[config.mk]
export PLATFORM = sky130hd
export DESIGN_NAME = pipe_stage_reg
export DESIGN_NICKNAME = d
export VERILOG_FILES = /design/src/rtl/pipe_stage_reg_pkg.sv /design/src/rtl/pipe_stage_fsm.sv /design/src/rtl/pipe_stage_reg.sv
export SDC_FILE = /design/constraint.sdc
export NUM_CORES = 1
export LEC_CHECK = 0
export BUFFER_PORTS_ARGS = -buffer_cell sky130_fd_sc_hd__buf_2
export CAP_MARGIN = 10
export CORE_MARGIN = 1
export CORE_UTILIZATION = 54
export DETAILED_ROUTE_END_ITERATION = 16
export GPL_ROUTABILITY_DRIVEN = 1
export HOLD_SLACK_MARGIN = 0.08
export PLACE_DENSITY = 0.8
export RECOVER_POWER = 100
export SLEW_MARGIN = 5
export SYNTH_ARGS = -nofsm -noshare
export SYNTH_HDL_FRONTEND = slang
export SYNTH_SLANG_ARGS = --single-unit
export TNS_END_PERCENT = 50
[constraint.sdc]
create_clock -name clk -period 7.35 [get_ports clk]
set_input_delay 0.3675 -clock clk [delete_from_list [all_inputs] [get_ports clk]]
set_output_delay 0.3675 -clock clk [all_outputs]
set_load 0.05 [all_outputs]
[src/rtl/pipe_stage_reg_pkg.sv]
// Shared definitions for the elastic pipeline stage register: FSM state
// encoding, per-stage payload widths and the MEM/WB field packing.
package pipe_stage_reg_pkg;

    // Occupancy states of a stage. The encoding doubles as the entry count.
    typedef enum logic [1:0] {
        PS_EMPTY = 2'd0,
        PS_ONE   = 2'd1,
        PS_TWO   = 2'd2
    } ps_state_t;

    // Per-stage payload widths and control-field widths. The control field
    // always sits in the low bits, so it can be squashed on a bubble.
    localparam int IFID_W        = 64;   // pc + instruction
    localparam int IFID_CTRL_W   = 0;
    localparam int EXMEM_W       = 72;   // 3 ctrl + alu + store data + rd
    localparam int EXMEM_CTRL_W  = 3;
    localparam int MEMWB_W       = 72;   // 2 mem_to_reg + 1 we + 32 + 32 + 5
    localparam int MEMWB_CTRL_W  = 3;

    // MEM/WB field offsets (LSB positions) for manual packing/unpacking.
    localparam int MEMWB_MEM_TO_REG_LSB = 0;
    localparam int MEMWB_MEM_TO_REG_W   = 2;
    localparam int MEMWB_REG_WE_BIT     = 2;
    localparam int MEMWB_ALU_LSB        = 3;
    localparam int MEMWB_RDATA_LSB      = 35;
    localparam int MEMWB_RD_LSB         = 67;
    localparam int MEMWB_RD_W           = 5;

    // Same MEM/WB packing as a packed struct; first member is the MSB end.
    typedef struct packed {
        logic [4:0]  rd;
        logic [31:0] mem_rdata;
        logic [31:0] alu_result;
        logic        reg_write_en;
        logic [1:0]  mem_to_reg;
    } memwb_t;

    // Number of held entries implied by a state.
    function automatic logic [1:0] state_count(input ps_state_t s);
        logic [1:0] n;
        case (s)
            PS_EMPTY: n = 2'd0;
            PS_ONE:   n = 2'd1;
            PS_TWO:   n = 2'd2;
            default:  n = 2'd0;
        endcase
        return n;
    endfunction

endpackage

[src/rtl/pipe_stage_fsm.sv]
// Occupancy controller for pipe_stage_reg. Owns the state, the entry count,
// in_ready/out_valid and the load enables that steer the datapath registers.
module pipe_stage_fsm
    import pipe_stage_reg_pkg::*;
#(
    parameter int SKID = 1
) (
    input  logic       clk,
    input  logic       rst,
    input  logic       flush,
    input  logic       in_valid,
    input  logic       out_ready,
    output logic       in_ready,
    output logic       out_valid,
    output logic [1:0] count,
    output logic       load_main,
    output logic       load_skid,
    output logic       main_from_skid
);

    ps_state_t  r_state;
    ps_state_t  w_state_next;
    logic       r_in_ready;
    logic       r_out_valid;
    logic [1:0] r_count;
    logic       w_in_ready_comb;
    logic       w_in_fire;
    logic       w_out_fire;

    // With a skid entry in_ready comes straight from a flop; without one the
    // stage can accept whenever its single entry is empty or leaving.
    assign w_in_ready_comb = !r_out_valid || out_ready;
    assign in_ready        = (SKID != 0) ? r_in_ready : w_in_ready_comb;
    assign out_valid       = r_out_valid;
    assign count           = r_count;

    assign w_in_fire  = in_valid && in_ready;
    assign w_out_fire = r_out_valid && out_ready;

    // Next-state and load-enable decode; flush wins and suppresses every load
    // so the discarded input never reaches the data registers.
    always_comb begin
        w_state_next   = r_state;
        load_main      = 1'b0;
        load_skid      = 1'b0;
        main_from_skid = 1'b0;
        if (flush) begin
            w_state_next = PS_EMPTY;
        end else if (SKID != 0) begin
            case (r_state)
                PS_EMPTY: begin
                    if (w_in_fire) begin
                        w_state_next = PS_ONE;
                        load_main    = 1'b1;
                    end
                end
                PS_ONE: begin
                    if (w_in_fire && w_out_fire) begin
                        load_main = 1'b1;
                    end else if (w_in_fire) begin
                        w_state_next = PS_TWO;
                        load_skid    = 1'b1;
                    end else if (w_out_fire) begin
                        w_state_next = PS_EMPTY;
                    end
                end
                PS_TWO: begin
                    // in_ready is low here, so only the output can move.
                    if (w_out_fire) begin
                        w_state_next   = PS_ONE;
                        main_from_skid = 1'b1;
                    end
                end
                default: begin
                    w_state_next = PS_EMPTY;
                end
            endcase
        end else begin
            if (w_in_fire) begin
                w_state_next = PS_ONE;
                load_main    = 1'b1;
            end else if (w_out_fire) begin
                w_state_next = PS_EMPTY;
            end
        end
    end

    // State register with all status outputs registered from the next state.
    always_ff @(posedge clk or posedge rst) begin
        if (rst) begin
            r_state     <= PS_EMPTY;
            r_out_valid <= 1'b0;
            r_count     <= 2'd0;
            r_in_ready  <= 1'b1;
        end else begin
            r_state     <= w_state_next;
            r_out_valid <= (w_state_next != PS_EMPTY);
            r_count     <= state_count(w_state_next);
            r_in_ready  <= (w_state_next != PS_TWO);
        end
    end

endmodule

[src/rtl/pipe_stage_reg.sv]
// Elastic pipeline stage register: valid/ready handshake, synchronous flush,
// optional two-entry skid buffer, and control-bit squash on bubbles.
module pipe_stage_reg
    import pipe_stage_reg_pkg::*;
#(
    parameter int WIDTH  = MEMWB_W,
    parameter int CTRL_W = MEMWB_CTRL_W,
    parameter int SKID   = 1
) (
    input  logic             clk,
    input  logic             rst,
    input  logic             flush,
    input  logic             in_valid,
    output logic             in_ready,
    input  logic [WIDTH-1:0] in_data,
    output logic             out_valid,
    input  logic             out_ready,
    output logic [WIDTH-1:0] out_data,
    output logic [1:0]       count
);

    logic [WIDTH-1:0] r_main;
    logic [WIDTH-1:0] w_skid;
    logic [WIDTH-1:0] w_main_next;
    logic             w_load_main;
    logic             w_load_skid;
    logic             w_main_from_skid;

    pipe_stage_fsm #(
        .SKID (SKID)
    ) u_fsm (
        .clk            (clk),
        .rst            (rst),
        .flush          (flush),
        .in_valid       (in_valid),
        .out_ready      (out_ready),
        .in_ready       (in_ready),
        .out_valid      (out_valid),
        .count          (count),
        .load_main      (w_load_main),
        .load_skid      (w_load_skid),
        .main_from_skid (w_main_from_skid)
    );

    // The head entry is refilled either from upstream or from the skid slot.
    assign w_main_next = w_main_from_skid ? w_skid : in_data;

    // Head register; only written on a load so a stalled output is stable.
    always_ff @(posedge clk or posedge rst) begin
        if (rst) begin
            r_main <= '0;
        end else if (w_load_main || w_main_from_skid) begin
            r_main <= w_main_next;
        end
    end

    generate
        if (SKID != 0) begin : g_skid
            logic [WIDTH-1:0] r_skid;

            // Second entry, written when upstream pushes into a full head.
            always_ff @(posedge clk or posedge rst) begin
                if (rst) begin
                    r_skid <= '0;
                end else if (w_load_skid) begin
                    r_skid <= in_data;
                end
            end

            assign w_skid = r_skid;
        end else begin : g_no_skid
            logic unused_load_skid;
            assign unused_load_skid = w_load_skid;
            assign w_skid           = '0;
        end
    endgenerate

    // Bubble squash: low control bits read as zero whenever nothing is valid,
    // upper payload bits pass through unchanged.
    genvar gi;
    generate
        for (gi = 0; gi < WIDTH; gi++) begin : g_squash
            if (gi < CTRL_W) begin : g_ctrl
                assign out_data[gi] = r_main[gi] & out_valid;
            end else begin : g_pay
                assign out_data[gi] = r_main[gi];
            end
        end
    endgenerate

endmodule

# Yosys cells after proc, flatten, opt, wreduce, memory -nomap -nowiden
# Cells that the tools add are included.
# totals
regBits	150
elab_cells	39
# classes
n_eq_ne	5
muxes	19
bitwise_logic	3
reduce_logical	6
# ops
op	count
72-bit two-way mux	1
2-bit two-way mux	6
1-bit two-way mux	9
2-bit one-hot mux with 3 select lines	1
2-bit by 1-bit equality test with 1-bit output (second input constant)	2
2-bit equality test (second input constant)	2
2-bit one-hot mux with 2 select lines	1
1-bit bitwise AND	3
1-bit logical AND	3
2-bit zero test	1
2-bit inequality test (second input constant)	1
1-bit one-hot mux with 2 select lines	1
2-bit nonzero test	1
1-bit logical OR	1

# Logic depth before layout (Yosys ltp)
# logic_depth
depth_word	8
mapped_depth	7
mapped_depth_nobuf	4

# By module
# A second synthesis with hierarchy kept.
# unflattened
hier_cells	562
hier_area_um2	7181.9
# modules_own_cells
mod	n_inst	cells_per_inst	area_each_um2	seq_area_each_um2
pipe_stage_reg	1	537	6889.1	3603.5
pipe_stage_fsm	1	25	292.8	151.4

# Worst setup path after synthesis
# Ideal clock, no wire load.
# synth_timing
path_kind	reg2reg
start	reg u_fsm.r_out_valid (netlist: u_fsm.out_valid)
end	reg r_main[0]
setup_ns	0.137
arrival_time_ns	1.806
path_slack_ns	5.407
path_stages_with_launch	8
path_buffers	3
synth_period_minus_slack_ns	1.943
path_cell_list	dfrtp_1 -> buf_2 -> a21boi_2 -> nor4_1 -> buf_4 -> buf_4 -> mux2i_1 -> a21oi_1
# synth_between
elab_chain_len	6
word_cells_on_any_way	10
cone_classes	mux: 7; reduce/logical: 3
# synth_lines
element	line	text
from (decl)	pipe_stage_fsm.sv:24	logic r_out_valid;
from (signal assigned)	pipe_stage_fsm.sv:97	r_out_valid <= (w_state_next != PS_EMPTY);
1-bit logical AND *	pipe_stage_fsm.sv:38	assign w_out_fire = r_out_valid && out_ready;
1-bit logical AND	pipe_stage_fsm.sv:58	if (w_in_fire && w_out_fire) begin
1-bit two-way mux	pipe_stage_fsm.sv:58	
1-bit one-hot mux with 2 select lines	pipe_stage_fsm.sv:50	case (r_state)
1-bit two-way mux	pipe_stage_fsm.sv:47	if (flush) begin
1-bit logical OR	pipe_stage_reg.sv:52	end else if (w_load_main || w_main_from_skid) begin
to (signal assigned)	pipe_stage_reg.sv:53	r_main <= w_main_next;
to (decl)	pipe_stage_reg.sv:22	logic [WIDTH-1:0] r_main;
# Every way passes the cells marked *; elsewhere a longest branch is shown, timed or not.
# A chain may end at the register's enable or synchronous reset.

# Worst setup path in the final report
# layout_timing
start	reg u_fsm.r_out_valid (netlist: u_fsm.out_valid)
end	reg g_skid.r_skid[2]
# layout_between
elab_chain_len	5
# layout_lines
element	line	text
1-bit logical AND	pipe_stage_fsm.sv:38	
1-bit logical AND	pipe_stage_fsm.sv:58	
1-bit two-way mux	pipe_stage_fsm.sv:58	
1-bit two-way mux	pipe_stage_fsm.sv:50	
1-bit two-way mux	pipe_stage_fsm.sv:47	
to (signal assigned)	pipe_stage_reg.sv:66	r_skid <= in_data;
to (decl)	pipe_stage_reg.sv:59	logic [WIDTH-1:0] r_skid;
# Every way passes these cells.

==> run summary <==
Max VDD drop: 0.214 mV
hold depth: 2
area taken by flip-flops and latches: 0.00375 mm²
Sequential Power Share: 40.6%
WHS: 178 ps
Mapped Cells: 563
Slew Viols, Final: 201
Starting Density: 55.7%
Final Power: 3.15 mW
CP Capture Type: flip-flop
CP max FO: 72
via count: 4211
Seq/Total Area, Yosys: 55.7%
Synth area leader: dfrtp_1
share of cells above drive strength 1: 17.0%
1st-pass router iterations: 4
async set-or-reset flop fraction in the synthesized netlist: 100%
IO Count: 153
failing checks: capacitance limit, slew limit
max cap viols: 4
PD cells: 411 mW/mm²
fin nets: 716
r2r worst-path depth: 3
Placement Setup Slack: 4710 ps
Comb pwr share: 28.4%
area post-placement: 0.00710 mm²
vias in the first global route: 4319
Avg Cell Area, Syn: 12.0 µm²
Worst-Skew Late Latency: 420 ps
Worst setup startpoint: u_fsm.out_valid
Startpoint Class: flip-flop
Final Cell Area: 0.00766 mm²
Mapped Nets: 640
Synth area leaders: dfrtp_1, mux2_1, mux2i_1
Worst Hold Launch: in_data[58]
Global Route Usage Sum: 21.5%
highest clock rate: 240 MHz
Distinct cells, synth: 23
worst path required time: 7630 ps
Power Internal: 2.03 mW
ANT cells: 0
final wirelength: 12900 µm
Reg2Reg Launch Point: u_fsm.out_valid
count leader, synth: dfrtp_1
Synth top area share: 55.3%
area delta synth->final: 13.6%
Final ANT Viol Nets: 0
worst slew margin relative to its limit: -118%
cell leakage power: 3.44 nW
Hold Path Class: in -> reg
Yosys warnings: 0
initial antenna violation count: 0
Least-Margin Pin Slew: 3270 ps
maximum clock path buffer count: 2
non-filler cells, final: 820
switching portion of total power: 35.6%
die area: 0.0129 mm²
total CTS buffers: 17
clock-pin slew on the worst setup and hold paths: 60 ps
post-layout min period: 4160 ps
clk sinks: 150
CP Class: reg -> reg
H-tree Lvls: 4
area of the multi-input gates: 0.00231 mm²
#FFs+latches synth: 150
Setup WS post-layout: 3190 ps
Congestion Overflow GR: 0
row cnt: 40
final hold violations: 0
Inst Count DP: 787
global-route wire length before repair: 21200 µm
root buffer cell: clkbuf_16
die height: 114 µm
Starting DRT DRC Count: 137
WL/cell: 15.7 µm
setup TNS: 0 ps
# fillers: 972
EDFF count, synth: 0
DRC viols: 0
final setup fails: 0
Final Cycle Share: 56.6%
Synth top cells by count: dfrtp_1, buf_4, a21oi_1, nor2_1
# port buffers: 152
clock network power share: 31.0%
GP Congestion: 0.712
clock skew: 5.71 ps
Sw Pwr: 1.12 mW
RSZ-0062 raised after global routing: no
Final Util: 63.3%
Resize count post-CTS: 0
core box area: 0.0121 mm²
vias per cell: 5.14
Post-DP HPWL: 8390 µm
Crit path arrival time: 4440 ps
status: finished, violations left
Main synth FF type: dfrtp_1
CTS tree: done
largest net degree at the start of global routing: 89
Synth Cell Area: 0.00675 mm²
Die W: 114 µm
## layout make-up
type                       instances  share of cell area, %
multi-input combinational        311                   30.2
clock buffer                      24                   6.68
clock inverter                     8                   2.16
timing repair buffer             158                   9.16
tap                              168                   2.74
inverter                           1                 0.0653
sequential                       150                   49.0
## flip-flops by register name, indices dropped and copies added (netlist names)
signal	flops
g_skid.r_skid	72
r_main	72
u_fsm.count	2
u_fsm.r_state	2
u_fsm.in_ready	1
u_fsm.out_valid	1
## repair_timing
action | 4_1_cts | 5_1_grt
hold endpoints to repair | 68 | 0
buffers inserted | 0 | 0
hold buffers | 1 | 0
## power by group through the flow
stage          Clock (mW)  Sequential (mW)  Combinational (mW)
2_1_floorplan           0             1.25               0.900
3_3_place_gp            0             1.26               0.907
3_5_place_dp            0             1.28               0.937
4_1_cts             0.993             1.28               0.939
5_1_grt              1.03             1.32               0.960
6_report            0.977             1.28               0.896
## per-layer routing
layer	GRT usage, %	share of wire [%]
met1	26.7	45
met2	35.1	48
met3	7.01	5.8
met4	7.89	1.4
met5	0	0
## layout by cell type (no fill, tap or decap)
cell type,instances
dfrtp_1,149
clkbuf_1,80
a21oi_1,76
buf_2,76
nor2_1,74
mux2_1,72
mux2i_1,72
clkbuf_16,17
clkbuf_8,6
bufinv_16,5
and2_1,3
clkinv_2,3
nand2_1,2
nor3b_1,2
buf_4,2
a21boi_0,1
nor3_1,1
nand3_4,1
nor4_1,1
nand3_1,1
o21a_1,1
and4_1,1
o22a_1,1
a21o_1,1
a211oi_1,1
clkinvlp_2,1
dlygate4sd3_1,1
dfstp_1,1
## worst paths after layout
check / to / slack, ps
min reg2reg: g_skid.r_skid[64] / 490
max: g_skid.r_skid[2] / 3190
min in group asynchronous: g_skid.r_skid[64] / 1350
min: g_skid.r_skid[58] / 180
max in group asynchronous: g_skid.r_skid[65] / 4000
max reg2reg: g_skid.r_skid[2] / 3190
## logic make-up (layout without fill, tap and decap cells)
| group | Yosys count | after routing | share of synthesized area, % |
|---|---|---|---|
| multiplexers | 144 | 144 | 22.7 |
| AND/OR/NAND/NOR | 86 | 86 | 5.18 |
| buffers and inverters | 102 | 191 | 10.2 |
| AO/OA/AOI/OAI | 81 | 81 | 6.27 |
| flip-flops | 150 | 150 | 55.7 |
## worst max-delay path: stages (launching register included)
cell and delay [ps]:
dfrtp_1 520, a21boi_0 450, nand2_1 1950, mux2_1 1080
No activity file was read; power rests on OpenSTA's default activity.
